`config.mk`:
```
export PLATFORM = sky130hd
export DESIGN_NAME = multi_input_or_accum
export DESIGN_NICKNAME = d
export VERILOG_FILES = /design/src/rtl/multi_input_or_accum.sv
export SDC_FILE = /design/constraint.sdc
export NUM_CORES = 1
export LEC_CHECK = 0
export ABC_CLOCK_PERIOD_IN_PS = 1540
export CAP_MARGIN = 20
export CORE_AREA = 5 5 42 44
export CTS_BUF_LIST = sky130_fd_sc_hd__clkbuf_8
export DETAILED_ROUTE_END_ITERATION = 10
export DIE_AREA = 0 0 47 49
export HOLD_SLACK_MARGIN = 0.15
export PLACE_DENSITY = 0.32
export SYNTH_ARGS = -nofsm -noshare
export SYNTH_HDL_FRONTEND = slang
export SYNTH_SLANG_ARGS = --single-unit
```
`constraint.sdc`:
```
create_clock -name clk -period 1.54 [get_ports clk]
set_clock_uncertainty 0.05 [all_clocks]
set_input_delay 0.154 -clock clk [delete_from_list [all_inputs] [get_ports clk]]
set_output_delay 0.154 -clock clk [all_outputs]
set_load 0.02 [all_outputs]
```
`src/rtl/multi_input_or_accum.sv`:
```
// Frame accumulator: each accepted beat is OR/AND-reduced across its input words and folded into a running result.
// Optional per-frame beat counter output is enabled by defining MULTI_INPUT_OR_ACCUM_BEATCNT_EN.
module multi_input_or_accum #(
    parameter int NUM_INPUTS = 3,
    parameter int WIDTH      = 1,
    parameter int MODE       = 0,
    parameter int CNT_W      = 8
) (
    input  logic                        clk,
    input  logic                        rst_n,
    input  logic [NUM_INPUTS*WIDTH-1:0] in_data,
    input  logic                        in_valid,
    input  logic                        in_last,
    output logic                        in_ready,
    output logic [WIDTH-1:0]            out_data,
    output logic                        out_any,
    output logic                        out_valid,
`ifdef MULTI_INPUT_OR_ACCUM_BEATCNT_EN
    output logic [CNT_W-1:0]            out_beats,
`endif
    input  logic                        out_ready
);

    typedef enum logic [1:0] {
        IDLE  = 2'd0,
        ACCUM = 2'd1,
        HOLD  = 2'd2
    } state_t;

    // Identity element of the reduction: all-zeros for OR, all-ones for AND.
    localparam logic [WIDTH-1:0] IDENT = (MODE == 1) ? {WIDTH{1'b1}} : {WIDTH{1'b0}};

    if ((NUM_INPUTS < 2) || (NUM_INPUTS > 32) || (WIDTH < 1) || (WIDTH > 32) ||
        (MODE < 0) || (MODE > 1) || (CNT_W < 1)) begin : g_param_check
        $error("multi_input_or_accum: illegal parameter combination");
    end

    function automatic logic [WIDTH-1:0] combine(input logic [WIDTH-1:0] a,
                                                 input logic [WIDTH-1:0] b);
        logic [WIDTH-1:0] r;
        if (MODE == 1) begin
            r = a & b;
        end else begin
            r = a | b;
        end
        return r;
    endfunction

    function automatic logic [WIDTH-1:0] reduce_beat(input logic [NUM_INPUTS*WIDTH-1:0] d);
        logic [WIDTH-1:0] r;
        r = d[0 +: WIDTH];
        for (int k = 1; k < NUM_INPUTS; k++) begin
            r = combine(r, d[k*WIDTH +: WIDTH]);
        end
        return r;
    endfunction

    state_t           state_r;
    state_t           state_nxt_s;
    logic [WIDTH-1:0] acc_r;
    logic [WIDTH-1:0] acc_nxt_s;
    logic [WIDTH-1:0] out_data_r;
    logic [WIDTH-1:0] out_data_nxt_s;
    logic             out_any_r;
    logic             out_any_nxt_s;
    logic             out_valid_r;
    logic             out_valid_nxt_s;
    logic             in_ready_s;
    logic             accept_s;
    logic             xfer_s;
    logic [WIDTH-1:0] beat_red_s;
    logic [WIDTH-1:0] frame_res_s;

    // Handshake qualifiers and the combinational beat reduction.
    always_comb begin
        in_ready_s  = (!out_valid_r) || out_ready;
        accept_s    = in_valid && in_ready_s;
        xfer_s      = out_valid_r && out_ready;
        beat_red_s  = reduce_beat(in_data);
        frame_res_s = combine(acc_r, beat_red_s);
    end

    // Next-state logic of the frame FSM.
    always_comb begin
        state_nxt_s = state_r;
        case (state_r)
            IDLE: begin
                if (accept_s && in_last) begin
                    state_nxt_s = HOLD;
                end else if (accept_s) begin
                    state_nxt_s = ACCUM;
                end else begin
                    state_nxt_s = IDLE;
                end
            end
            ACCUM: begin
                if (accept_s && in_last) begin
                    state_nxt_s = HOLD;
                end else begin
                    state_nxt_s = ACCUM;
                end
            end
            HOLD: begin
                // A beat can only be accepted here together with a transfer.
                if (accept_s && in_last) begin
                    state_nxt_s = HOLD;
                end else if (accept_s) begin
                    state_nxt_s = ACCUM;
                end else if (xfer_s) begin
                    state_nxt_s = IDLE;
                end else begin
                    state_nxt_s = HOLD;
                end
            end
            default: begin
                state_nxt_s = IDLE;
            end
        endcase
    end

    // Next values of the accumulator and the result registers.
    always_comb begin
        acc_nxt_s       = acc_r;
        out_data_nxt_s  = out_data_r;
        out_any_nxt_s   = out_any_r;
        out_valid_nxt_s = out_valid_r && (!xfer_s);
        if (accept_s && in_last) begin
            out_data_nxt_s  = frame_res_s;
            out_any_nxt_s   = |frame_res_s;
            out_valid_nxt_s = 1'b1;
            acc_nxt_s       = IDENT;
        end else if (accept_s) begin
            acc_nxt_s       = frame_res_s;
        end else begin
            acc_nxt_s       = acc_r;
        end
    end

    // State and datapath registers.
    always_ff @(posedge clk or negedge rst_n) begin
        if (!rst_n) begin
            state_r     <= IDLE;
            acc_r       <= IDENT;
            out_data_r  <= {WIDTH{1'b0}};
            out_any_r   <= 1'b0;
            out_valid_r <= 1'b0;
        end else begin
            state_r     <= state_nxt_s;
            acc_r       <= acc_nxt_s;
            out_data_r  <= out_data_nxt_s;
            out_any_r   <= out_any_nxt_s;
            out_valid_r <= out_valid_nxt_s;
        end
    end

`ifdef MULTI_INPUT_OR_ACCUM_BEATCNT_EN
    function automatic logic [CNT_W-1:0] sat_inc(input logic [CNT_W-1:0] c);
        logic [CNT_W-1:0] r;
        if (c == {CNT_W{1'b1}}) begin
            r = c;
        end else begin
            r = c + CNT_W'(1);
        end
        return r;
    endfunction

    logic [CNT_W-1:0] cnt_r;
    logic [CNT_W-1:0] cnt_nxt_s;
    logic [CNT_W-1:0] out_beats_r;
    logic [CNT_W-1:0] out_beats_nxt_s;

    // Beats seen so far in the open frame; the count is published with the result.
    always_comb begin
        cnt_nxt_s       = cnt_r;
        out_beats_nxt_s = out_beats_r;
        if (accept_s && in_last) begin
            out_beats_nxt_s = sat_inc(cnt_r);
            cnt_nxt_s       = {CNT_W{1'b0}};
        end else if (accept_s) begin
            cnt_nxt_s       = sat_inc(cnt_r);
        end else begin
            cnt_nxt_s       = cnt_r;
        end
    end

    // Beat counter registers.
    always_ff @(posedge clk or negedge rst_n) begin
        if (!rst_n) begin
            cnt_r       <= {CNT_W{1'b0}};
            out_beats_r <= {CNT_W{1'b0}};
        end else begin
            cnt_r       <= cnt_nxt_s;
            out_beats_r <= out_beats_nxt_s;
        end
    end

    assign out_beats = out_beats_r;
`endif

    assign in_ready  = in_ready_s;
    assign out_data  = out_data_r;
    assign out_any   = out_any_r;
    assign out_valid = out_valid_r;

endmodule

```
# Word level (Yosys, flattened, before mapping)
# Index checks and enable logic that the tools add are counted.
[word_totals]
register_bits = 3
in_bits = 8
out_inout_bits = 4
wordCells = 17
[op_classes]
reduce_logical = 8
n_bitwise = 3
muxes = 3
[op_table]
columns = ["cell", "n"]
rows = [
  ["$logic_and 1x1->1", 4],
  ["$mux 1", 3],
  ["$or 1x1->1", 3],
  ["$logic_not 1->1", 2],
  ["$reduce_bool 2->1", 1],
  ["$logic_or 1x1->1", 1],
]

# Logic depth before layout (Yosys ltp)
[depth]
depth_word = 5
mapped_depth = 3
mapped_depth_nobuf = 3

# Least setup slack after synthesis
# No wires, ideal clock.
[synth_timing]
path_kind = "reg2reg"
start = "register out_valid_r (netlist: out_valid)"
end = "register out_data_r (netlist: out_data)"
arrival_time_ns = 1.162
slack_ns = 0.203
n_path_buf = 0
t_required_ns = 1.365
setup_ns = 0.125
stages_incl_launch_ff = 4
synth_period_minus_slack_ns = 1.337
path_cell_list = "dfrtp_1 > nand2b_1 > nand3_1 > mux2_2"
[synth_between]
elab_chain_cells = 4
[synth_lines]
columns = ["element", "line_no", "rtl"]
rows = [
  ["from (decl)", "66", "logic out_valid_r;"],
  ["from (signal assigned)", "152", "out_valid_r <= out_valid_nxt_s;"],
  ["$logic_not 1->1", "76", "in_ready_s = (!out_valid_r) || out_ready;"],
  ["$logic_or 1x1->1", "76", ""],
  ["named net in_ready", "14", "output logic in_ready,"],
  ["$logic_and 1x1->1", "77", "accept_s = in_valid && in_ready_s;"],
  ["$logic_and 1x1->1", "127", "if (accept_s && in_last) begin"],
  ["to (signal assigned)", "144", "out_data_r <= {WIDTH{1'b0}};"],
  ["to (signal assigned)", "150", "out_data_r <= out_data_nxt_s;"],
  ["to (decl)", "62", "logic [WIDTH-1:0] out_data_r;"],
]
# The timed path passes the listed nets, and every way through them passes these cells.
# A chain may end at the register's enable or synchronous reset.

==> results.py <==
metrics = {
    "placement": {
        "dpl_cell_area_um2": 264,
        "io_buffers": 11,
        "post-place-cells": 39,
        "finalWeightedCongestion": 0.719,
        "dp_hpwl_um": 324,
    },
    "flow_run": {
        "cap_violations": 0,
    },
    "die": {
        "start_util_pct": 9.55,
        "design.die.area_um2": 2300,
        "die_h_um": 49,
        "die_w_um": 47,
        "rows": 14,
        "core_um2": 1400,
        "ios": 12,
    },
    "synth": {
        "synth_top_area_cell": "dfrtp_1",
        "ys_warn_count": 0,
        "synth_most_common_cell": "dfrtp_1",
        "ys_types": 9,
        "synth_seq_area_share_pct": 56.1,
        "synth_seq_cells": 3,
        "synth_nets": 20,
        "synth_commonest_cells": "dfrtp_1, a31oi_1",
        "synth_ff_type": "dfrtp_1",
        "syn_area_per_cell_um2": 11.2,
        "synth.top_cells.by_area": "dfrtp_1, a31oi_1, mux2_2, buf_4, nand2b_1",
        "netlist_area_um2": 134,
        "synthArstFlopShare_pct": 100,
        "yosys.area.top_type_share_pct": 56.1,
        "synthCells": 12,
        "synth_edf_count": 0,
    },
    "cts": {
        "cts_tree": "done",
        "clk_path_buf_depth": 2,
        "clk_pin_slew_ns": 0.03,
        "post_cts_buffers": 0,
        "root_buffer": "clkbuf_8",
        "numCtsBuffers": 3,
        "htreeDepth": 1,
        "cts.sinks": 3,
        "clkLatencyLatePin_ns": 0.21,
    },
    "critical_path": {
        "critPathTopFamily": "buffers and inverters",
        "critPathKind": "reg2out",
        "slowest_stage": "clkdlybuf4s50_1",
        "reg2reg_from": "out_valid",
        "cp_num_buf_inv": 1,
        "reg2reg_to": "out_data",
        "critPathMaxFanout": 3,
        "path_depth": 1,
        "max_stage_delay_ns": 0.61,
        "start_kind": "flip-flop",
        "critPathCaptureType": "primary output",
        "rr_worst_depth": 4,
        "cp-startpoint": "out_data",
        "worstPathCellList": "clkdlybuf4s50_1",
        "arrival_ns": 1.18,
        "critPathCapture": "out_any",
        "critical_path_required_ns": 1.34,
        "ff2ff_setup_slack_ns": 0.38,
    },
    "timing": {
        "fin_crit_sh_pct": 89.9,
        "slew_headroom_pct": 85.7,
        "worst_pin_slew_ns": 0.214,
        "setup-violations-final": 0,
        "hold_viol_final": 0,
        "finalCriticalPeriod_ns": 1.38,
        "clock.fmax_mhz": 722,
        "drv_slew": 0,
        "rsz0062_at_grt": "no",
    },
    "power": {
        "fin_total_pwr_mw": 0.376,
        "power_density_nw_per_um2": 1180,
        "leakage_nw": 0.128,
        "max-vdd-ir-drop_mv": 0.345,
    },
    "final_layout": {
        "drive_above_1_share_pct": 17.9,
        "fillers": 159,
        "fin_nets": 37,
        "antenna_cells": 0,
        "final_area_um2": 318,
        "final-seq-area_um2": 75.1,
        "area_delta_synth_final_pct": 137,
        "multi_input_area_um2": 51.3,
        "finalNonFillerCells": 44,
    },
    "routing": {
        "routed_wirelength_um": 412,
        "first_iter_violations": 3,
        "ant_nets": 0,
        "drcViolationCount": 0,
        "dr.pass1.iters": 2,
        "viasPerCell": 3.36,
        "wl_per_cell_um": 9.36,
        "vias": 148,
    },
    "global_routing": {
        "antenna_found_initial": 0,
        "grt_start_max_net_pins": 5,
        "first_global_vias": 159,
        "grt_pass1_wl_um": 724,
        "overflow": 0,
        "grt.total_usage_pct": 5.36,
    },
    "outcome": {
        "status": "finished, final reports clean",
    },
    "min_path": {
        "hold_class": "reg2reg",
    },
}
## worst min path at each step
stage,depth (start not counted),slack [ns],endpoint,from
final,1,0.49,out_data,out_data
after global routing,2,0.51,acc_r,in_last
after CTS,2,0.49,acc_r,in_last
after detailed placement,1,0.30,out_valid,rst_n
after global placement,1,0.30,out_valid,rst_n
after floorplan,0,-0.19,acc_r,rst_n
## per-stage QoR
step                      hold WS (ns)  utilization, %  setup slack [ns]  setup TNS, ns
after global placement           0.304            18.8           -0.0282        -0.0558
final                            0.492            22.7             0.155              0
after CTS                        0.491            22.7             0.137              0
after global routing             0.511            22.7            0.0889              0
after floorplan                 -0.192               -             0.203              0
after detailed placement         0.304            18.8           -0.0337        -0.0516
## state kept, by name, summed over array words and instances, names as in the netlist
name / flops
acc_r: 1
out_data: 1
out_valid: 1
## what timing repair did
item                                   in CTS  in global routing
endpoints found under the hold margin       3                  0
hold buffers                                1                  0
setup endpoints to repair                   1                  0
gates resized for setup                     1                  0
## layer usage
metal / GRT usage, % / vias up / routed length, um
met1: 5.29 / 62 / 193
met2: 4.98 / 12 / 132
met5: 0 / - / 0
li1: - / 74 / -
met3: 6.64 / 0 / 86
met4: 5.53 / 0 / 0
## where the power goes
group	switching [mW]	leakage, nW	internal (mW)	total (mW)
logic	0.0257	0.0679	0.0386	0.0643
registers	0.00433	0.0329	0.0878	0.0921
clock network	0.0504	0.0269	0.170	0.220
total	0.0805	0.128	0.296	0.376
## final cells by class
| class | count | share of cell area, % |
|---|---|---|
| multi-input combinational | 8 | 16.1 |
| clock inverter | 1 | 1.18 |
| clock buffer | 3 | 13.0 |
| tap | 16 | 6.30 |
| sequential | 3 | 23.6 |
| timing repair buffer | 13 | 39.8 |
## placed cells by master, fill, tap and decap left out, drive strengths merged
cell	Yosys	final
a31oi	2	2
buf	1	1
clkbuf	0	3
clkdlybuf4s50	0	10
dfrtp	3	3
dlygate4sd2	0	1
dlygate4sd3	0	1
inv	0	1
mux2	1	1
nand2	1	1
nand2b	1	1
nand3	1	1
or2	1	1
or3	1	1
## worst reg2reg max path, cell delays in order (launching register included)
cell	delay [ns]
dfrtp_1	0.33
nand2b_1	0.08
buf_4	0.15
nand3_1	0.10
mux2_2	0.33
## logic make-up after synthesis
kind of cell | after synthesis | synth area share (%)
flops | 3 | 56.1
mux | 1 | 8.41
buf+inv | 1 | 5.61
simple gates | 5 | 20.6
compound gates | 2 | 9.34
(Power assumes the default switching activity.)
